File: config.mk
export PLATFORM = sky130hd
export DESIGN_NAME = error_logger
export DESIGN_NICKNAME = d
export VERILOG_FILES = /design/src/rtl/error_pkg.sv /design/src/rtl/error_fifo.sv /design/src/rtl/error_logger.sv
export SDC_FILE = /design/constraint.sdc
export NUM_CORES = 1
export LEC_CHECK = 0
export CORE_MARGIN = 5
export CORE_UTILIZATION = 47
export DETAILED_ROUTE_END_ITERATION = 10
export PLACE_DENSITY = 0.76
export SYNTH_ARGS = -nofsm -noshare
export SYNTH_HDL_FRONTEND = slang
export SYNTH_SLANG_ARGS = --single-unit
export TNS_END_PERCENT = 10
File: constraint.sdc
create_clock -name clk -period 2.2 [get_ports clk]
set_input_delay 0.44 -clock clk [delete_from_list [all_inputs] [get_ports clk]]
set_output_delay 0.44 -clock clk [all_outputs]
set_load 0.01 [all_outputs]
File: src/rtl/error_pkg.sv
// Shared types for the error logger: queued entry layout and lookup states.
// Default widths match the logger's parameter defaults.
package error_pkg;

   localparam int DEF_ADDR_W = 32;
   localparam int DEF_ERR_W  = 10;
   localparam int DEF_DEPTH  = 4;
   localparam int CNT_W      = 16;

   typedef struct packed {
      logic [DEF_ADDR_W-1:0] address;
      logic [DEF_ERR_W-1:0]  error;
   } err_entry_t;

   typedef enum logic [1:0] {
      IDLE    = 2'd0,
      READ    = 2'd1,
      CAPTURE = 2'd2,
      RESP    = 2'd3
   } lkp_state_e;

   // Saturating increment used by the event counter.
   function automatic logic [CNT_W-1:0] sat_inc(input logic [CNT_W-1:0] v);
      return (v == {CNT_W{1'b1}}) ? v : v + 1'b1;
   endfunction

endpackage

File: src/rtl/error_fifo.sv
// Registered circular FIFO of error entries; head is visible combinationally.
// Push is refused when full, even if a pop happens in the same cycle.
module error_fifo
   import error_pkg::*;
#(
   parameter int DEPTH = DEF_DEPTH
) (
   input  logic                       clk,
   input  logic                       rst_n,
   input  logic                       push,
   input  logic                       pop,
   input  err_entry_t                 din,
   output err_entry_t                 dout,
   output logic                       full,
   output logic                       empty,
   output logic [$clog2(DEPTH):0]     count
);

   localparam int PW = $clog2(DEPTH);
   localparam logic [PW:0] FULL_CNT = (PW+1)'(DEPTH);

   err_entry_t        mem [DEPTH];
   logic [PW-1:0]     wr_ptr;
   logic [PW-1:0]     rd_ptr;
   logic              push_ok;
   logic              pop_ok;

   assign full    = (count == FULL_CNT);
   assign empty   = (count == '0);
   assign push_ok = push && !full;
   assign pop_ok  = pop && !empty;
   assign dout    = mem[rd_ptr];

   // Storage array; contents are don't-care while their slot is unoccupied.
   always_ff @(posedge clk) begin
      if (push_ok) begin
         mem[wr_ptr] <= din;
      end
   end

   // Pointers wrap naturally because DEPTH is a power of two.
   always_ff @(posedge clk or negedge rst_n) begin
      if (!rst_n) begin
         wr_ptr <= '0;
         rd_ptr <= '0;
      end else begin
         if (push_ok) wr_ptr <= wr_ptr + 1'b1;
         if (pop_ok)  rd_ptr <= rd_ptr + 1'b1;
      end
   end

   // Occupancy tracks pushes minus pops; simultaneous ones cancel.
   always_ff @(posedge clk or negedge rst_n) begin
      if (!rst_n) begin
         count <= '0;
      end else begin
         unique case ({push_ok, pop_ok})
            2'b10:   count <= count + 1'b1;
            2'b01:   count <= count - 1'b1;
            default: count <= count;
         endcase
      end
   end

endmodule

File: src/rtl/error_logger.sv
// Queues pipeline error events into error_ram and serves address lookups.
// Lookups start only once every earlier event has reached the RAM.
module error_logger
   import error_pkg::*;
#(
   parameter int FIFO_DEPTH = DEF_DEPTH,
   parameter int ADDR_W     = DEF_ADDR_W,
   parameter int ERR_W      = DEF_ERR_W
) (
   input  logic              clk,
   input  logic              rst_n,
   input  logic              evt_valid,
   output logic              evt_ready,
   input  logic [ADDR_W-1:0] evt_address,
   input  logic [ERR_W-1:0]  evt_error,
   input  logic              lkp_valid,
   output logic              lkp_ready,
   input  logic [ADDR_W-1:0] lkp_address,
   output logic              rsp_valid,
   input  logic              rsp_ready,
   output logic [ERR_W-1:0]  rsp_error,
   output logic              write_enable,
   output logic [ADDR_W-1:0] write_address,
   output logic [ERR_W-1:0]  write_error,
   output logic              read_enable,
   output logic [ADDR_W-1:0] read_address,
   input  logic [ERR_W-1:0]  read_error,
   output logic [15:0]       evt_count
);

   localparam int OW = $clog2(FIFO_DEPTH) + 1;

   err_entry_t   in_entry;
   err_entry_t   head;
   err_entry_t   last;
   logic         push;
   logic         pop;
   logic         full;
   logic         empty;
   logic [OW-1:0] occ;
   logic         lkp_fire;
   lkp_state_e   state;
   lkp_state_e   state_nxt;

   assign in_entry.address = evt_address;
   assign in_entry.error   = evt_error;
   assign evt_ready        = !full;
   assign push             = evt_valid && evt_ready;
   assign pop              = !empty;

   error_fifo #(
      .DEPTH (FIFO_DEPTH)
   ) u_fifo (
      .clk   (clk),
      .rst_n (rst_n),
      .push  (push),
      .pop   (pop),
      .din   (in_entry),
      .dout  (head),
      .full  (full),
      .empty (empty),
      .count (occ)
   );

   // Remember the last committed entry so the write bus holds when idle.
   always_ff @(posedge clk or negedge rst_n) begin
      if (!rst_n) begin
         last <= '0;
      end else if (pop) begin
         last <= head;
      end
   end

   // Write port follows the FIFO head directly: one write per cycle.
   always_comb begin
      write_enable  = pop;
      write_address = pop ? head.address : last.address;
      write_error   = pop ? head.error   : last.error;
   end

   // Count committed writes, holding at all-ones.
   always_ff @(posedge clk or negedge rst_n) begin
      if (!rst_n) begin
         evt_count <= '0;
      end else if (write_enable) begin
         evt_count <= sat_inc(evt_count);
      end
   end

   assign lkp_fire = lkp_valid && lkp_ready;

   // Lookup state register.
   always_ff @(posedge clk or negedge rst_n) begin
      if (!rst_n) begin
         state <= IDLE;
      end else begin
         state <= state_nxt;
      end
   end

   // Lookup next-state: one read cycle, one capture cycle, then respond.
   always_comb begin
      state_nxt = state;
      unique case (state)
         IDLE:    if (lkp_fire) state_nxt = READ;
         READ:    state_nxt = CAPTURE;
         CAPTURE: state_nxt = RESP;
         RESP:    if (rsp_ready) state_nxt = IDLE;
         default: state_nxt = IDLE;
      endcase
   end

   // Lookup outputs decoded from the current state.
   always_comb begin
      lkp_ready   = 1'b0;
      read_enable = 1'b0;
      rsp_valid   = 1'b0;
      unique case (state)
         IDLE:    lkp_ready   = (occ == '0);
         READ:    read_enable = 1'b1;
         CAPTURE: ;
         RESP:    rsp_valid   = 1'b1;
         default: ;
      endcase
   end

   // Latch the lookup address at acceptance.
   always_ff @(posedge clk or negedge rst_n) begin
      if (!rst_n) begin
         read_address <= '0;
      end else if (lkp_fire) begin
         read_address <= lkp_address;
      end
   end

   // Capture RAM read data one cycle after the read strobe.
   always_ff @(posedge clk or negedge rst_n) begin
      if (!rst_n) begin
         rsp_error <= '0;
      end else if (state == CAPTURE) begin
         rsp_error <= read_error;
      end
   end

endmodule

# After elaboration in Yosys (flattened, before gate mapping)
# Memories as Yosys holds them, arrays and structs flattened.
# Cells that the tools add are included.
# op_classes
eq_ne	9
n_addsub	5
n_bitwise	2
n_mux	11
reduce_logical	10
# ops
op	n
2-to-1 mux 32 bit	1
adder 16 x 1 -> 16 bit (second input constant)	1
equality test 16 bit (second input constant)	1
2-to-1 mux 10 bit	1
case mux 2 bit (4 select lines)	1
equality test 2 bit (second input constant)	3
case mux 3 bit (2 select lines)	1
2-to-1 mux 1 bit	5
adder 2 x 1 -> 2 bit (second input constant)	2
equality test 2 x 1 -> 1 bit (second input constant)	2
2-to-1 mux 2 bit	2
inequality test 2 bit (second input constant)	2
AND reduction 2 bit	2
adder 3 x 1 -> 3 bit (second input constant)	1
equality test 3 bit (second input constant)	1
logical AND 1 bit	3
zero test 3 bit	1
subtractor 3 x 1 -> 3 bit (second input constant)	1
zero test 1 bit	2
zero test 2 bit	1
NOT 1 bit	2
nonzero test 2 bit	1
# totals
output_inout_bits	105
mem_count	1
regBits	109
ram_bits	168
wordCells	47
inputBits	89
# memory_table
memory	words	width	read_ports	rd_clocked_by_memory_dff	wr	line_no	text
u_fifo.mem	4	42	1	0	1	error_fifo.sv:22	err_entry_t mem [DEPTH];

# Logic depth before layout (Yosys ltp)
# Gate-level depths: netlist (run 1).
# depth
ltp_word	6
depth_mapped	8
mapped_depth_nobuf	6

# Hierarchy
# From an unflattened synthesis (run 1), not the netlist that was laid out.
# hier_totals
hier_cells	523
hier_area_um2	10583.9
# modules_own_cells
module	n_inst	cells_each	area_per_inst_um2
error_fifo	1	257	6543.8
error_logger	1	266	4040.1

# Worst setup path after synthesis (run 1)
# Ideal clock, no wire load.
# synth_timing
kind	flip-flop to flip-flop
from	register u_fifo.count[0]
to	memory u_fifo.mem[0][0] (netlist name), enable pin
required_time_ns	1.796
path_stages_with_launch	5
period_less_slack_ns	2.255
setup_ns	0.404
setup_slack_ns	-0.055
t_arrival_ns	1.851
path_cell_list	dfrtp_1 -> buf_2 -> inv_1 -> nand3_1 -> and3_1
# synth_via
elab_chain_len	6
# synth_rtl
element	line_no	text
start, declared	error_fifo.sv:16	output logic [$clog2(DEPTH):0] count
start signal, assigned	error_fifo.sv:58	2'b10: count <= count + 1'b1;
start signal, assigned	error_fifo.sv:59	2'b01: count <= count - 1'b1;
start signal, assigned	error_fifo.sv:60	default: count <= count;
equality test 3 bit *	error_fifo.sv:28	assign full = (count == FULL_CNT);
zero test 1 bit *	error_logger.sv:47	assign evt_ready = !full;
net evt_ready	error_logger.sv:13	output logic evt_ready,
logical AND 1 bit	error_logger.sv:48	assign push = evt_valid && evt_ready;
logical AND 1 bit *	error_fifo.sv:30	assign push_ok = push && !full;
2-to-1 mux 1 bit *	error_fifo.sv:36	if (push_ok) begin
2-to-1 mux 1 bit (implied by the code) *	error_fifo.sv:37	mem[wr_ptr] <= din;
end, declared	error_fifo.sv:22	
# Mark *: on every way through the listed nets, which the timed path passes. The rest lies on a longest branch.

# Worst setup path after layout (run 1)
# layout_timing
from	register u_fifo.rd_ptr[0]
to	output write_address[20]
# layout_via
elab_chain_len	2
# layout_rtl
element	line_no	text
start, declared	error_fifo.sv:24	logic [PW-1:0] rd_ptr;
start signal, assigned	error_fifo.sv:48	if (pop_ok) rd_ptr <= rd_ptr + 1'b1;
memory read (4 x 42 bit)	n/a	
2-to-1 mux 32 bit	error_logger.sv:77	write_address = pop ? head.address : last.address;
end, declared	error_logger.sv:23	output logic [ADDR_W-1:0] write_address,
# No other way between the ends.

==> results summary, run 1 <==
The run finished, with violations left. The final reports fail on negative setup slack. The cell-internal power is 14.1 mW.

The post-synthesis area per instance came out at 17.2 um^2. The critical path goes through buf_12 > buf_6 > mux4_2 > nand2_2 > nand2_2 > buf_6. The number of global-route vias before repair is 6603. The number of input and output port buffers inserted came out at 193. The share of flip-flops with an asynchronous set or reset came out at 39.4%.

The leading area contributor after synthesis is edfxtp_1. The count of cell types in the netlist came out at 43. The placed cell area came out at approximately 13000 um^2.

The die covers approximately 26000 um^2. The congestion estimate from routability-driven global placement came to 0.748. The count of endpoints failing hold in the final timing report came out at 0. Setup repair after global routing could not meet its margin everywhere.

In the final design database the tool counted 965 nets. The sequential share of power came out at 38.4%. The fraction of the yosys area taken by sequential cells is 73.3%. Data on the critical path arrives at its endpoint at 2.15 ns.

The switching part of the total power is between 30% and 40%. The per-cell via count in the routed design came out at approximately 5.2. The critical path's slowest cell is dfrtp_4.

The root buffer cell chosen for the clock tree is clkbuf_16. The transition time at the pin with the least slew margin came out at 0.605 ns. On the critical path the largest part of the delay comes from flip-flops. The number of nets with antenna violations after routing came out at 0. The number of top-level pins came out at 194. The number of placed instances, taps included came out at around 1.1k. By area the synthesized netlist is led by edfxtp_1 48%, dfrtp_1 26%, mux4_2 8.9%.

The Yosys step of the flow raised 0 warnings. The headroom to the max-slew limit came out at 59.7%. The area share of the leading cell type in the synthesized netlist came out at 47.6%. The number of placement rows is 55. The first detailed-routing pass ran for 4 iterations. Max-cap violations in this run came to 0. The synthesized netlist net count came out at 715.

Counting flops and latches in the post-synthesis netlist gives 277. The cell area after layout came out at 14500 um^2. The required time reported for the critical path endpoint came out at 1.76 ns. For the worst-skew pair, the clock arrives at the later sink with an insertion delay of ~0.55 ns. VDD sags by at most roughly 0.0011 V.

For this run, the slowest stage of the critical path takes 0.55 ns. The global-route usage over all layers came out at 18.5%. TritonCTS built the clock tree. The count of H-tree levels built during CTS is 1. The clock-pin transition on the worst setup and hold timing paths came out at around 0.060 ns. The total power after layout came out at approximately 20 mW. The HPWL after detailed placement came out at about 15000 um. Of the available clock period, the critical path in the final layout requires 118%. The static leakage power came out at around 5.7 nW.

The total overflow left after global routing is 0. The post-synthesis cell count came out at 615. TritonCTS created 28 clock buffers.

The die boundary width is ~160 um. The cell area after technology mapping is 10600 um^2. The worst setup path is of the reg2out kind.

Setup violations remaining at the end of the flow were counted as 43. The area of the multi-input gates came out at ~2800 um^2. The post-route netlist has a little under a third of its cells at a drive strength greater than 1. The global-route wire length before repair came out at 37700 um.

After detailed routing, the total wire length is 23500 um. The largest net degree at the start of global routing came out at 106. Per report_power, the combinational group accounts for 38.3% of the total. The maximum clock path buffer count came out at 3. The count of flip-flops with a built-in enable after synthesis came out at between 150 and 200. From bottom edge to top edge, the die measures 160 um.

For this design the total switching power over the nets is between 6 and 7 mW. The number of pins exceeding their max-slew limit in the final report was 0. For the final database, setup skew stands at ~0.018 ns. The core box area came out at 22400 um^2.

The worst setup path is launched from a flop. The sequential standard cell area came out at just under 8000 um^2. The number of standard cells in the layout, taps in and fillers out is 1173. The worst setup path is captured at an output port. For this run, the leading register cell type out of synthesis is edfxtp_1. For this configuration, the core starts out at a cell density of 47.2%. The achievable frequency came out at 0.386 GHz. Per report_power, the clock group accounts for 23.2% of the total. The power density over the cells is about 1400 nW/um^2.

The count of unresolved DRC violations after routing came out at 0. In this run, the number of DRC markers left after iteration 0 of detailed routing was 325. The buffers plus inverters on the worst setup path is 3. The routed wirelength normalized by instance count came out at about 20 um. In this run the worst hold path is classified as in2async. The biggest fanout along the worst timing path came out at 8. The number of sinks handled by clock tree synthesis came out at ~280. The time the worst path needs with I/O delays and setup came out at 2.59 ns.

Prior to clock tree synthesis, the placed netlist has a worst setup slack of -0.123 ns. Once routing completed, OpenROAD measured the worst setup slack at -0.390 ns. The final-layout fill cell count is 1573. The post-synthesis to final-layout area growth is 36.7%. The initial antenna violation count is 3.

The routed layout has 6148 vias.
[path summary, 6_finish.rpt]
path	from	end	slack [ns]	depth (start not counted)
max reg2reg	u_fifo.count[2]$_DFFE_PN0P_	read_address[8]$_DFFE_PN0P_	0.13	7
min reg2reg	last[20]$_DFFE_PN0N_	last[20]$_DFFE_PN0N_	0.47	2
min in group clk	last[20]$_DFFE_PN0N_	last[20]$_DFFE_PN0N_	0.47	2
max	u_fifo.rd_ptr[0]$_DFFE_PN0N_	write_address[20]	-0.39	6
min	rst_n	read_address[13]$_DFFE_PN0P_	0.25	2
max in group asynchronous	rst_n	u_fifo.rd_ptr[0]$_DFFE_PN0N_	1.15	3
[cell families after synthesis]
family	share of synthesized area (%)
buf+inv	1.61
mux	13.9
flops	73.3
xor+xnor	1.16
fa+ha+maj	1.37
simple gates	7.66
compound gates	0.921
[state kept, by name, indices dropped and copies added, names as in the netlist]
name	count
last	42
read_address	32
evt_count	16
state	2
u_fifo.mem	168
u_fifo.rd_ptr	2
u_fifo.wr_ptr	2
u_fifo.count	3
rsp_error	10
[Yosys cell counts (8+ instances only)]
master / n
edfxtp_1: 168
nand2_1: 134
dfrtp_1: 109
mux4_2: 42
mux2_1: 32
buf_2: 13
mux2_2: 13
clkbuf_1: 10
ha_1: 10
inv_1: 8
nor2_1: 8
xor2_1: 8
[layout make-up]
| class | count | area share (%) |
|---|---|---|
| clock buffer | 36 | 5.46 |
| sequential | 277 | 53.7 |
| tap | 285 | 2.46 |
| timing repair buffer | 246 | 17.5 |
| clock inverter | 16 | 1.09 |
| multi-input combinational | 303 | 19.5 |
| antenna | 1 | 0.0173 |
| inverter | 9 | 0.251 |
[worst reg2reg max path: stages (launching register included)]
cell and delay [ns]:
dfrtp_2 0.45, nor3_4 0.20, buf_6 0.15, bufbuf_16 0.31, buf_4 0.18, nand3_4 0.09, buf_6 0.22, mux2_1 0.36
[routing by layer]
| metal | track usage [%] | vias up | part of all wire (%) | routed length (um) |
|---|---|---|---|---|
| met5 | 0 | - | 0.14 | 33 |
| met4 | 4.22 | 4 | 2.2 | 522 |
| met3 | 4.98 | 36 | 7.4 | 1740 |
| met2 | 30.8 | 228 | 49 | 11500 |
| met1 | 24.5 | 3112 | 41 | 9710 |
| li1 | - | 2768 | - | - |
[through the flow]
step	hold WS (ns)	TNS [ns]	utilization (%)
5_1_grt	0.231	-17.10	64.6
6_report	0.248	-13.43	64.6
2_1_floorplan	0.144	-6.89	-
3_3_place_gp	0.252	-1.90	58.5
4_1_cts	0.225	-16.20	64.0
3_5_place_dp	0.253	-3.25	58.5
[cell usage in the layout, fill, tap and decap left out, drive strengths merged, types with 10 or more instances in the layout]
cell | netlist | layout
edfxtp | 168 | 168
clkdlybuf4s50 | 0 | 146
nand2 | 134 | 134
dfrtp | 109 | 109
buf | 16 | 95
mux2 | 46 | 46
mux4 | 42 | 42
clkbuf | 10 | 37
clkinv | 0 | 13
ha | 10 | 10
[what timing repair did]
item	4_1_cts	5_1_grt
hold buffers	1	0
resized for setup	227	50
pin swaps	72	15
hold endpoints to repair	4	0
endpoints found under the setup margin	46	75
buffers inserted	18	6
cloned	4	0
[power by group through the flow]
stage / registers [mW] / clock network, mW / logic, mW
floorplan: 7.90 / 0 / 3.43
finish: 7.82 / 4.73 / 7.79
global route: 7.99 / 5.06 / 8.40
detailed placement: 7.91 / 0 / 7.17
global placement: 7.81 / 0 / 7.05
CTS: 7.83 / 4.83 / 7.64
Power figures use the tool's default switching activity.
==> run 2, diff against run 1 <==
--- a/config.mk
+++ b/config.mk
@@ -5,8 +5,10 @@
 export SDC_FILE = /design/constraint.sdc
 export NUM_CORES = 1
 export LEC_CHECK = 0
+export CORE_ASPECT_RATIO = 0.75
 export CORE_MARGIN = 5
 export CORE_UTILIZATION = 47
+export CTS_CLUSTER_SIZE = 20
 export DETAILED_ROUTE_END_ITERATION = 10
 export PLACE_DENSITY = 0.76
 export SYNTH_ARGS = -nofsm -noshare
==> run 2 against run 1 <==
Against the previous run:
- utilization is 0.065 points higher
- global-route usage is 0.39 points lower
- the flow still finishes with violations (negative setup slack)
- critical endpoint is now write_error[9]
- flip-flop and latch count stayed put
- non-clock buffer count is 3 higher
==> results summary, run 2 (synthesis gave the netlist of run 1 again) <==
Outcome: finished with violations (unchanged). Violations in the final reports: negative setup slack (unchanged). The global-route usage over all layers is 18.1% (was 18.5%).

The transition time at the pin with the least slew margin came out at 0.499 ns (was 0.605 ns). The count of H-tree levels built during CTS is 1 (unchanged). The element type at the critical path end is an output port (unchanged). The path depth of the worst reg2reg path is 8 (was 7). The number of placement rows is 47 (was 55).

The final-layout fill cell count came out at 1588 (was 1573). The global-route wire length before repair came out at 36700 um (was 37700 um). The largest net degree at the start of global routing came out at 55 (was 106).

The peak ir drop on the vdd network came out at 0.00118 V (was 0.00110 V). The number of detailed-route iterations in the first pass is 4 (unchanged). The path type of the worst setup path is reg2out (unchanged).

The endpoint of the worst register-to-register path is u_fifo.count[2]$_DFFE_PN0P_ (was read_address[8]$_DFFE_PN0P_). The final antenna diode count came out at 0 (was 1). The total negative slack came out at -11.60 ns (was -13.43 ns). The total clock buffers created by CTS was 26 (was 28). The die span in y came to 140 um (was 160 um).

The total congestion overflow after global routing is 0 (unchanged). The initial standard-cell utilization of the core is 47.9% (was 47.2%). The count of endpoints failing hold in the final timing report was 0 (unchanged).

Setup repair after global routing missed its margin: true (unchanged). The maximum clock path buffer count came to 3 (unchanged). The final number of setup-violating endpoints came to 43 (unchanged). The routed wirelength normalized by instance count is 19.8 um (was 20.0 um).

The share of power burned in the clock network is 21.4% (was 23.2%). The headroom to the max-slew limit is 66.7% (was 59.7%). The DRC marker count from the first detailed-route iteration is 429 (was 325).

The launch point of the worst reg-to-reg path was u_fifo.count[2]$_DFFE_PN0P_ (unchanged). The count of unresolved DRC violations after routing came out at 0 (unchanged). The clock skew after layout came out at 0.0129 ns (was 0.0185 ns).

The startpoint type of the worst setup path is a flop (unchanged). The number of vias in the routed layout came out at 6118 (was 6148). The beginning of the critical path is u_fifo.rd_ptr[0]$_DFFE_PN0N_ (unchanged). The required time reported for the critical path endpoint is 1.76 ns (about the same). The weighted congestion reported at the end of routability-driven placement is 0.796 (was 0.748).

The cell area after layout came to 14300 um^2 (was 14500 um^2). The die boundary width is 183 um (was 160 um). Most frequent cells in the layout: 168 x edfxtp_1, 146 x clkdlybuf4s50_1, 107 x dfrtp_1 (was 168 x edfxtp_1, 146 x clkdlybuf4s50_1, 105 x dfrtp_1). The number of pins exceeding their max-slew limit in the final report is 0 (unchanged). The max-cap check violation count came out at 0 (unchanged). The switching part of the total power is 30.8% (about the same). The combinational share of power came out at 38.9% (was 38.3%). The number of sinks handled by clock tree synthesis is 277 (unchanged). The HPWL after detailed placement is 15200 um (was 14700 um). The worst-skew pair later-pin latency is 0.53 ns (was 0.55 ns). The placed cell area came out at 13200 um^2 (was 13100 um^2).

The net switching component of the power is 6.03 mW (was 6.26 mW). The root cell of the clock tree is clkbuf_16 (unchanged). The number of global-route vias before repair came out at 6434 (was 6603). The achievable frequency is 0.393 GHz (was 0.386 GHz). The post-synthesis to final-layout area growth came to 34.8% (was 36.7%). The die outline area is 25700 um^2 (about the same). The most flop-heavy register was u_fifo.mem (unchanged). The sequential share of power is 39.7% (was 38.4%).

The clock-pin transition on the worst setup and hold timing paths is 0.06 ns (about the same). The number of top-level pins was 194 (unchanged). The time the worst path needs with I/O delays and setup is 2.55 ns (was 2.59 ns). The worst reg-to-reg setup slack is 0.25 ns (was 0.13 ns). The cell-internal power is 13.5 mW (was 14.1 mW). The arrival time reported for the critical path endpoint is 2.11 ns (was 2.15 ns).

The static leakage power is 5.63 nW (was 5.71 nW). The number of input and output port buffers inserted is 193 (unchanged). The CTS tree is yes (unchanged).

The final routed wirelength across all metal layers is 23400 um (was 23500 um). Regs by FF count: u_fifo.mem x168, last x42, read_address x32 (unchanged). The initial antenna violation count is 0 (was 3). The number of standard cells in the layout, taps in and fillers out came out at 1180 (was 1173).

The fraction of final layout cells with drive strength greater than 1 was 28.6% (was 31.0%). The type of the worst min-delay path is in2async (unchanged). The power density over the cells is 1370 nW/um^2 (was 1400 nW/um^2). The worst setup margin came out at -0.346 ns (was -0.390 ns). The core box area came out at 22100 um^2 (was 22400 um^2). The commonest non-fill, non-tap cell in the layout is edfxtp_1 (unchanged). The final period utilization is 116% (was 118%). The biggest fanout along the worst timing path is 8 (unchanged). The flip-flop count of the largest register, all copies and words added is 168 (unchanged).

The per-cell via count in the routed design came to 5.18 (was 5.24). The number of nets with antenna violations after routing is 0 (unchanged). The number of nets in the layout is 966 (was 965). The destination of the critical timing path is write_error[9] (was write_address[20]). The number of placed instances, taps included is 1106 (was 1095).
[run 2: final cells by class]
cell class	count	area [um^2]	area share, %
Sequential cell	277	7770	54.4
Multi-Input combinational cell	303	2780	19.5
Timing Repair Buffer	249	2530	17.7
Clock buffer	43	764	5.35
Tap cell	294	368	2.57
Clock inverter	5	37.5	0.263
Inverter	9	33.8	0.236
[run 2: power groups by stage]
| stage | combinational [mW] | sequential (mW) | clock, mW |
|---|---|---|---|
| after floorplan | 3.43 | 7.90 | 0 |
| after global placement | 7.17 | 7.79 | 0 |
| after detailed placement | 7.26 | 7.87 | 0 |
| after CTS | 7.66 | 7.78 | 4.29 |
| after global routing | 8.26 | 7.93 | 4.52 |
| final | 7.60 | 7.76 | 4.19 |
[run 2: worst max-delay path, stage by stage, from the launching register on]
cell,delay (ns)
dfrtp_2,0.49
buf_12,0.17
buf_4,0.11
mux4_2,0.49
nand2_2,0.09
nand2_2,0.09
buf_6,0.13
[run 2: worst min path at each step]
stage / from / to / slack, ns / depth (start not counted)
2_1_floorplan: rst_n / evt_count[0]$_DFFE_PN0P_ / 0.14 / 0
3_3_place_gp: rst_n / read_address[6]$_DFFE_PN0P_ / 0.41 / 1
3_5_place_dp: rst_n / read_address[6]$_DFFE_PN0P_ / 0.41 / 1
4_1_cts: rst_n / read_address[22]$_DFFE_PN0P_ / 0.40 / 2
5_1_grt: rst_n / evt_count[7]$_DFFE_PN0P_ / 0.44 / 2
6_report: rst_n / evt_count[13]$_DFFE_PN0P_ / 0.41 / 2
[run 2: metrics by stage]
step           util, %  total power [mW]  worst slack (ns)  hold WS, ns
3_3_place_gp      59.7              15.0           -0.0876        0.412
5_1_grt           64.6              20.7            -0.410        0.439
6_report          64.6              19.5            -0.346        0.413
3_5_place_dp      59.7              15.1            -0.101        0.411
2_1_floorplan        -              11.3           -0.0547        0.144
4_1_cts           64.5              19.7            -0.356        0.401
[run 2: timing repair]
| item | in CTS | in global routing |
|---|---|---|
| setup buffers | 19 | 7 |
| gates cloned | 5 | 0 |
| hold buffers | 1 | 0 |
| resized for setup | 232 | 22 |
| endpoints found under the hold margin | 27 | 0 |
| pin swaps | 56 | 5 |
| setup endpoints to repair | 46 | 44 |
[run 2: per-layer routing]
metal  routed length, um  vias to the layer above  global-route usage (%)
li1                    -                     2774                       -
met4                 344                        0                    3.13
met1               10500                     3090                    25.7
met2               10800                      225                    29.1
met5                   0                        -                       0
met3                1740                       29                    4.64
